===== src/rtl/sdram_port_server_pkg.sv =====
// Shared client-protocol definitions for the SDRAM port server: command encodings,
// the client burst length and the data returned by a watchdog-aborted read.
package sdram_port_server_pkg;

  typedef enum logic [1:0] {
    CMD_IDLE  = 2'd0,
    CMD_READ  = 2'd1,
    CMD_WRITE = 2'd2
  } cmd_t;

  localparam int unsigned READ_BURST_LENGTH = 8;
  localparam logic [31:0] TIMEOUT_RDATA     = 32'hDEADBEEF;

endpackage


===== src/rtl/sdram_port_server.sv =====
// Responder end of the command/burst SDRAM client protocol with a read-only priority port.
// Optional backend ack watchdog: define SDRAM_PORT_TIMEOUT_EN.
module sdram_port_server
  import sdram_port_server_pkg::*;
#(
  parameter int unsigned ADDR_WIDTH        = 22,
  parameter int unsigned DATA_WIDTH        = 32,
  parameter int unsigned READ_BURST_LENGTH = sdram_port_server_pkg::READ_BURST_LENGTH,
  parameter int unsigned PRI_BURST_LENGTH  = 16,
  parameter int unsigned TIMEOUT_CYCLES    = 255
) (
  input  logic                  i_Clk,
  input  logic                  i_Rst_n,
  input  logic [1:0]            i_Command,
  input  logic [ADDR_WIDTH-1:0] i_Data_Address,
  input  logic [DATA_WIDTH-1:0] i_Data_Write,
  output logic                  o_Data_Read_Valid,
  output logic                  o_Data_Write_Done,
  output logic [DATA_WIDTH-1:0] o_Read_Data,
  output logic                  o_SDRAM_Requested,
  input  logic                  i_SDRAM_Yield,
  input  logic                  i_Pri_Req,
  input  logic [ADDR_WIDTH-1:0] i_Pri_Addr,
  output logic                  o_Pri_Grant,
  output logic                  o_Pri_Valid,
  output logic                  o_Mem_Req,
  output logic                  o_Mem_We,
  output logic [ADDR_WIDTH-1:0] o_Mem_Addr,
  output logic [DATA_WIDTH-1:0] o_Mem_Wdata,
  input  logic                  i_Mem_Ack,
  input  logic [DATA_WIDTH-1:0] i_Mem_Rdata,
  output logic                  o_Timeout_Err
);

  localparam int unsigned MAX_BURST = (READ_BURST_LENGTH > PRI_BURST_LENGTH) ?
                                      READ_BURST_LENGTH : PRI_BURST_LENGTH;
  localparam int unsigned CNT_W     = $clog2(MAX_BURST) + 1;

  if (TIMEOUT_CYCLES < 1) begin : g_bad_timeout
    $error("TIMEOUT_CYCLES must be at least 1");
  end

  typedef enum logic [2:0] {
    S_IDLE,
    S_CL_ACC,
    S_CL_SETTLE,
    S_PRI_ACC,
    S_PRI_SETTLE
  } state_t;

  state_t                  state_q, state_d;
  logic [CNT_W-1:0]        cnt_q, cnt_d;
  logic [ADDR_WIDTH-1:0]   pri_addr_q, pri_addr_d;
  logic                    grant_d;
  logic                    read_valid_d, write_done_d, pri_valid_d;
  logic [DATA_WIDTH-1:0]   read_data_d;
  logic                    cl_write;
  logic                    timeout_hit;
  logic                    acc_done;
  logic [DATA_WIDTH-1:0]   rdata_sel;

  // Backend signals are decoded from state so an async reset drops the access at once.
  assign cl_write    = (i_Command == CMD_WRITE);
  assign o_Mem_Req   = (state_q == S_CL_ACC) || (state_q == S_PRI_ACC);
  assign o_Mem_We    = (state_q == S_CL_ACC) && cl_write;
  assign o_Mem_Addr  = (state_q == S_CL_ACC)  ? i_Data_Address :
                       (state_q == S_PRI_ACC) ? pri_addr_q     : '0;
  assign o_Mem_Wdata = o_Mem_We ? i_Data_Write : '0;

`ifdef SDRAM_PORT_TIMEOUT_EN
  localparam int unsigned TMO_W = $clog2(TIMEOUT_CYCLES + 1);

  logic [TMO_W-1:0] timer_q;
  logic             err_q;

  assign timeout_hit   = o_Mem_Req && !i_Mem_Ack && (timer_q == TMO_W'(TIMEOUT_CYCLES - 1));
  assign o_Timeout_Err = err_q;

  always_ff @(posedge i_Clk or negedge i_Rst_n) begin
    if (!i_Rst_n) begin
      timer_q <= '0;
      err_q   <= 1'b0;
    end else begin
      if (o_Mem_Req && !i_Mem_Ack && !timeout_hit) timer_q <= timer_q + TMO_W'(1);
      else                                         timer_q <= '0;
      if (timeout_hit) err_q <= 1'b1;
    end
  end
`else
  assign timeout_hit   = 1'b0;
  assign o_Timeout_Err = 1'b0;
`endif

  assign acc_done  = o_Mem_Req && (i_Mem_Ack || timeout_hit);
  assign rdata_sel = timeout_hit ? DATA_WIDTH'(TIMEOUT_RDATA) : i_Mem_Rdata;

  always_comb begin
    state_d      = state_q;
    cnt_d        = cnt_q;
    pri_addr_d   = pri_addr_q;
    grant_d      = o_Pri_Grant;
    read_valid_d = 1'b0;
    write_done_d = 1'b0;
    pri_valid_d  = 1'b0;
    read_data_d  = o_Read_Data;
    unique case (state_q)
      S_IDLE: begin
        if (o_SDRAM_Requested && i_SDRAM_Yield) begin
          pri_addr_d = i_Pri_Addr;
          cnt_d      = '0;
          grant_d    = 1'b1;
          state_d    = S_PRI_ACC;
        end else if (i_Command == CMD_READ || i_Command == CMD_WRITE) begin
          cnt_d   = '0;
          state_d = S_CL_ACC;
        end
      end
      S_CL_ACC: begin
        if (acc_done) begin
          if (cl_write) begin
            write_done_d = 1'b1;
          end else begin
            read_valid_d = 1'b1;
            read_data_d  = rdata_sel;
          end
          cnt_d   = cnt_q + CNT_W'(1);
          state_d = S_CL_SETTLE;
        end
      end
      S_CL_SETTLE: begin
        state_d = (cnt_q == CNT_W'(READ_BURST_LENGTH)) ? S_IDLE : S_CL_ACC;
      end
      S_PRI_ACC: begin
        if (acc_done) begin
          pri_valid_d = 1'b1;
          read_data_d = rdata_sel;
          pri_addr_d  = pri_addr_q + ADDR_WIDTH'(1);
          cnt_d       = cnt_q + CNT_W'(1);
          state_d     = S_PRI_SETTLE;
        end
      end
      S_PRI_SETTLE: begin
        if (cnt_q == CNT_W'(PRI_BURST_LENGTH)) begin
          grant_d = 1'b0;
          state_d = S_IDLE;
        end else begin
          state_d = S_PRI_ACC;
        end
      end
      default: state_d = S_IDLE;
    endcase
  end

  always_ff @(posedge i_Clk or negedge i_Rst_n) begin
    if (!i_Rst_n) state_q <= S_IDLE;
    else          state_q <= state_d;
  end

  always_ff @(posedge i_Clk or negedge i_Rst_n) begin
    if (!i_Rst_n) begin
      cnt_q             <= '0;
      pri_addr_q        <= '0;
      o_Pri_Grant       <= 1'b0;
      o_SDRAM_Requested <= 1'b0;
      o_Data_Read_Valid <= 1'b0;
      o_Data_Write_Done <= 1'b0;
      o_Pri_Valid       <= 1'b0;
      o_Read_Data       <= '0;
    end else begin
      cnt_q             <= cnt_d;
      pri_addr_q        <= pri_addr_d;
      o_Pri_Grant       <= grant_d;
      o_SDRAM_Requested <= i_Pri_Req && !o_Pri_Grant;
      o_Data_Read_Valid <= read_valid_d;
      o_Data_Write_Done <= write_done_d;
      o_Pri_Valid       <= pri_valid_d;
      o_Read_Data       <= read_data_d;
    end
  end

endmodule


===== config.mk =====
export PLATFORM = sky130hd
export DESIGN_NAME = sdram_port_server
export DESIGN_NICKNAME = d
export VERILOG_FILES = /design/src/rtl/sdram_port_server_pkg.sv /design/src/rtl/sdram_port_server.sv
export SDC_FILE = /design/constraint.sdc
export NUM_CORES = 1
export LEC_CHECK = 0
export ABC_AREA = 1
export BUFFER_PORTS_ARGS = -buffer_cell sky130_fd_sc_hd__buf_2
export CAP_MARGIN = 20
export CELL_PAD_IN_SITES_DETAIL_PLACEMENT = 0
export CELL_PAD_IN_SITES_GLOBAL_PLACEMENT = 1
export CORE_AREA = 2 2 116 118
export CTS_CLUSTER_SIZE = 10
export DETAILED_ROUTE_END_ITERATION = 10
export DIE_AREA = 0 0 118 120
export PLACE_DENSITY_LB_ADDON = 0.1
export SETUP_SLACK_MARGIN = 0.1
export SLEW_MARGIN = 20
export SYNTH_ARGS = -nofsm -noshare
export SYNTH_HDL_FRONTEND = slang
export SYNTH_SLANG_ARGS = --single-unit

===== constraint.sdc =====
create_clock -name i_Clk -period 4.03 [get_ports i_Clk]
set_clock_uncertainty 0.15 [all_clocks]
set_input_delay 0.403 -clock i_Clk [delete_from_list [all_inputs] [get_ports i_Clk]]
set_output_delay 0.403 -clock i_Clk [all_outputs]
set_load 0.05 [all_outputs]

==> reports/qor.csv <==
metric;value;unit
RSZ-0062 raised after global routing;no;
syn nets;752;
wire per inst;12.41;um
final wirelength;12540;um
Layout area overhead;34.54;%
nets@finish;948;
min Tclk post-route;2.728;ns
most frequent cells in the layout;buf_2 (207), nand2_1 (166), inv_1 (111), nor2_1 (89), nand3_1 (72);
most common cell after layout, fill and taps aside;buf_2;
Clock Latency Late Sink;0.33;ns
largest cells by area after synthesis;dfrtp_1 (40%), nand2_1 (15%), inv_1 (9.9%);
first-pass GRT wire length;20570;um
fin util;0.4345;
core area;0.01298;mm^2
post-CTS setup buffers;0;
WP data required;4.14;ns
antenna-violating nets left;0;
I/O Buffers;207;
Detailed Routing Iterations Pass 1;4;
Final Wtd Congestion;0.7874;
largest net degree at the start of global routing;62;
diode count;0;
Fmax achieved;366.5;MHz
count of clock tree sinks;67;
setup TNS;0;ns
Worst Path Arrival;2.84;ns
leading area contributor after synthesis;dfrtp_1;
relative slew slack;0.3298;
YS warnings;0;
TritonCTS buffer count;9;
WS Path Type;flop to flop;
vias post-DR;4600;
Die ar.;0.01416;mm^2
ys flop type;dfrtp_1;
initial antenna violation count;0;
period utilisation layout;0.6770;
Placed Cells incl. Taps;993;
vias in the first global route;4331;
Die Ht;120;um
Synth Instances;633;
register bit total from synthesis;67;
Worst VDD drop;0.3653;mV
Total GRT Usage;0.1787;
row cnt;42;
CP Max Fanout;61;
PwrDens;846.3;mW/mm^2
clk root buf;clkbuf_16;
Hold WC Path Type;input port to flop;
# DRC;0;
worst slew pin tran;1.003;ns
EDFF count, synth;0;
Initial Utilization;0.3229;
status;complete, no violations;
CTS tree;yes;
CTS max path bufs;2;
synthesized area;0.004192;mm^2
max cap viols;0;
sequential share of the synthesized area;0.4000;
Non-Filler Instances;1010;
# IOs;209;
Netlist cell types;32;
DR iter-0 viols;276;
detailed placer's ending HPWL;9005;um
asr flop ratio synth;1.000;
share of layout cells above drive strength 1;0.2890;
H-Tree Depth;3;
max-slew violation count;0;
clk slew on worst S/H paths;0.06;ns
final hold violation count;0;
synthesized area per cell;6.622;um^2
Leak;3.391;nW
element type at the critical path end;flop;
total congestion overflow;0;
Setup Viol. Count Final;0;
Startpoint Class;flop;
Yosys top cell area share;0.4000;
detail-routed via count per cell;4.554;
DIE WIDTH;118;um
cells by family (layout without fill, tap and decap cells):
logic type,after synthesis,in the layout,share of synthesized area
AO/OA/AOI/OAI,68,68,0.09761
XOR/XNOR,1,1,0.002090
adder cells (fa/ha/maj),4,4,0.01194
buffers and inverters,141,342,0.1358
flip-flops,67,67,0.4000
other,1,1,0.0008947
AND/OR/NAND/NOR,351,351,0.3516
through the flow:
stage	hold WS (ns)	total power, W	setup slack, ns	cell area (um^2)
6_report	0.1261	0.004772	1.302	5639
5_1_grt	0.1252	0.005141	0.9640	5639
4_1_cts	0.1138	0.004827	1.234	5639
3_5_place_dp	0.2743	0.004050	1.243	5340
3_3_place_gp	0.2781	0.004018	1.338	5340
2_1_floorplan	-0.04259	0.003388	1.685	4192
final cells by class:
class / count / area (um^2)
fillers: 1445 / 7341
multi-input cells: 425 / 1946
flip-flops and latches: 67 / 1677
repair buffers: 213 / 1084
inverters: 113 / 424.2
clock buffers: 11 / 252.7
well taps: 176 / 220.2
clock inverters: 5 / 36.28
critical path: stages (launching register included):
cell     delay, ns
dfrtp_1       0.45
inv_2         0.12
nand3_2       0.07
buf_4         0.49
o21ai_2       0.10
buf_4         0.26
nand2_1       0.78
nand2_1       0.12
nand2_1       0.11
cell usage after synthesis (3+ instances only):
cell type	number
nand2_1	166
buf_2	14
a21boi_0	9
nor3_1	5
o22ai_1	22
a21oi_1	7
nand4_1	9
nand2_2	3
dfrtp_1	67
ha_1	4
clkbuf_1	10
o21ai_0	22
inv_1	111
nor2_1	89
nand3_1	72
path summary, 6_finish.rpt:
path	from	end	slack, ns	cells after the start
worst max-delay path	state_q[2]	o_Read_Data[14]	1.30	8
worst min-delay path	i_Pri_Req	o_SDRAM_Requested	0.13	3
worst max register to register	state_q[2]	o_Read_Data[14]	1.30	8
worst min register to register	o_Pri_Grant	o_SDRAM_Requested	0.30	1
max in group asynchronous	i_Rst_n	o_Read_Data[1]	2.28	3
min in group asynchronous	i_Rst_n	o_Read_Data[19]	0.44	2
routing by layer:
layer | vias up | share of wire | GRT usage
li1 | 2362 | - | -
met1 | 2073 | 0.45 | 0.2272
met2 | 157 | 0.48 | 0.3085
met3 | 8 | 0.057 | 0.03279
met4 | 0 | 0.010 | 0.05497
met5 | - | 0 | 0
registers in the layout, summed over array words and instances, names as in the netlist:
signal,cells
pri_addr_q,22
o_Pri_Valid,1
o_Data_Read_Valid,1
o_Data_Write_Done,1
o_Read_Data,32
cnt_q,5
o_SDRAM_Requested,1
state_q,3
o_Pri_Grant,1
what timing repair did:
action                    4_1_cts  5_1_grt
hold buffers                    1        0
resized for setup               0        0
hold endpoints to repair       24        0
power breakdown:
group / total (W) / internal [W] / switching, W
sequential: 0.00120 / 0.000968 / 0.000228
clock: 0.000757 / 0.000452 / 0.000305
combinational: 0.00282 / 0.000666 / 0.00215
Power figures use the tool's default switching activity.
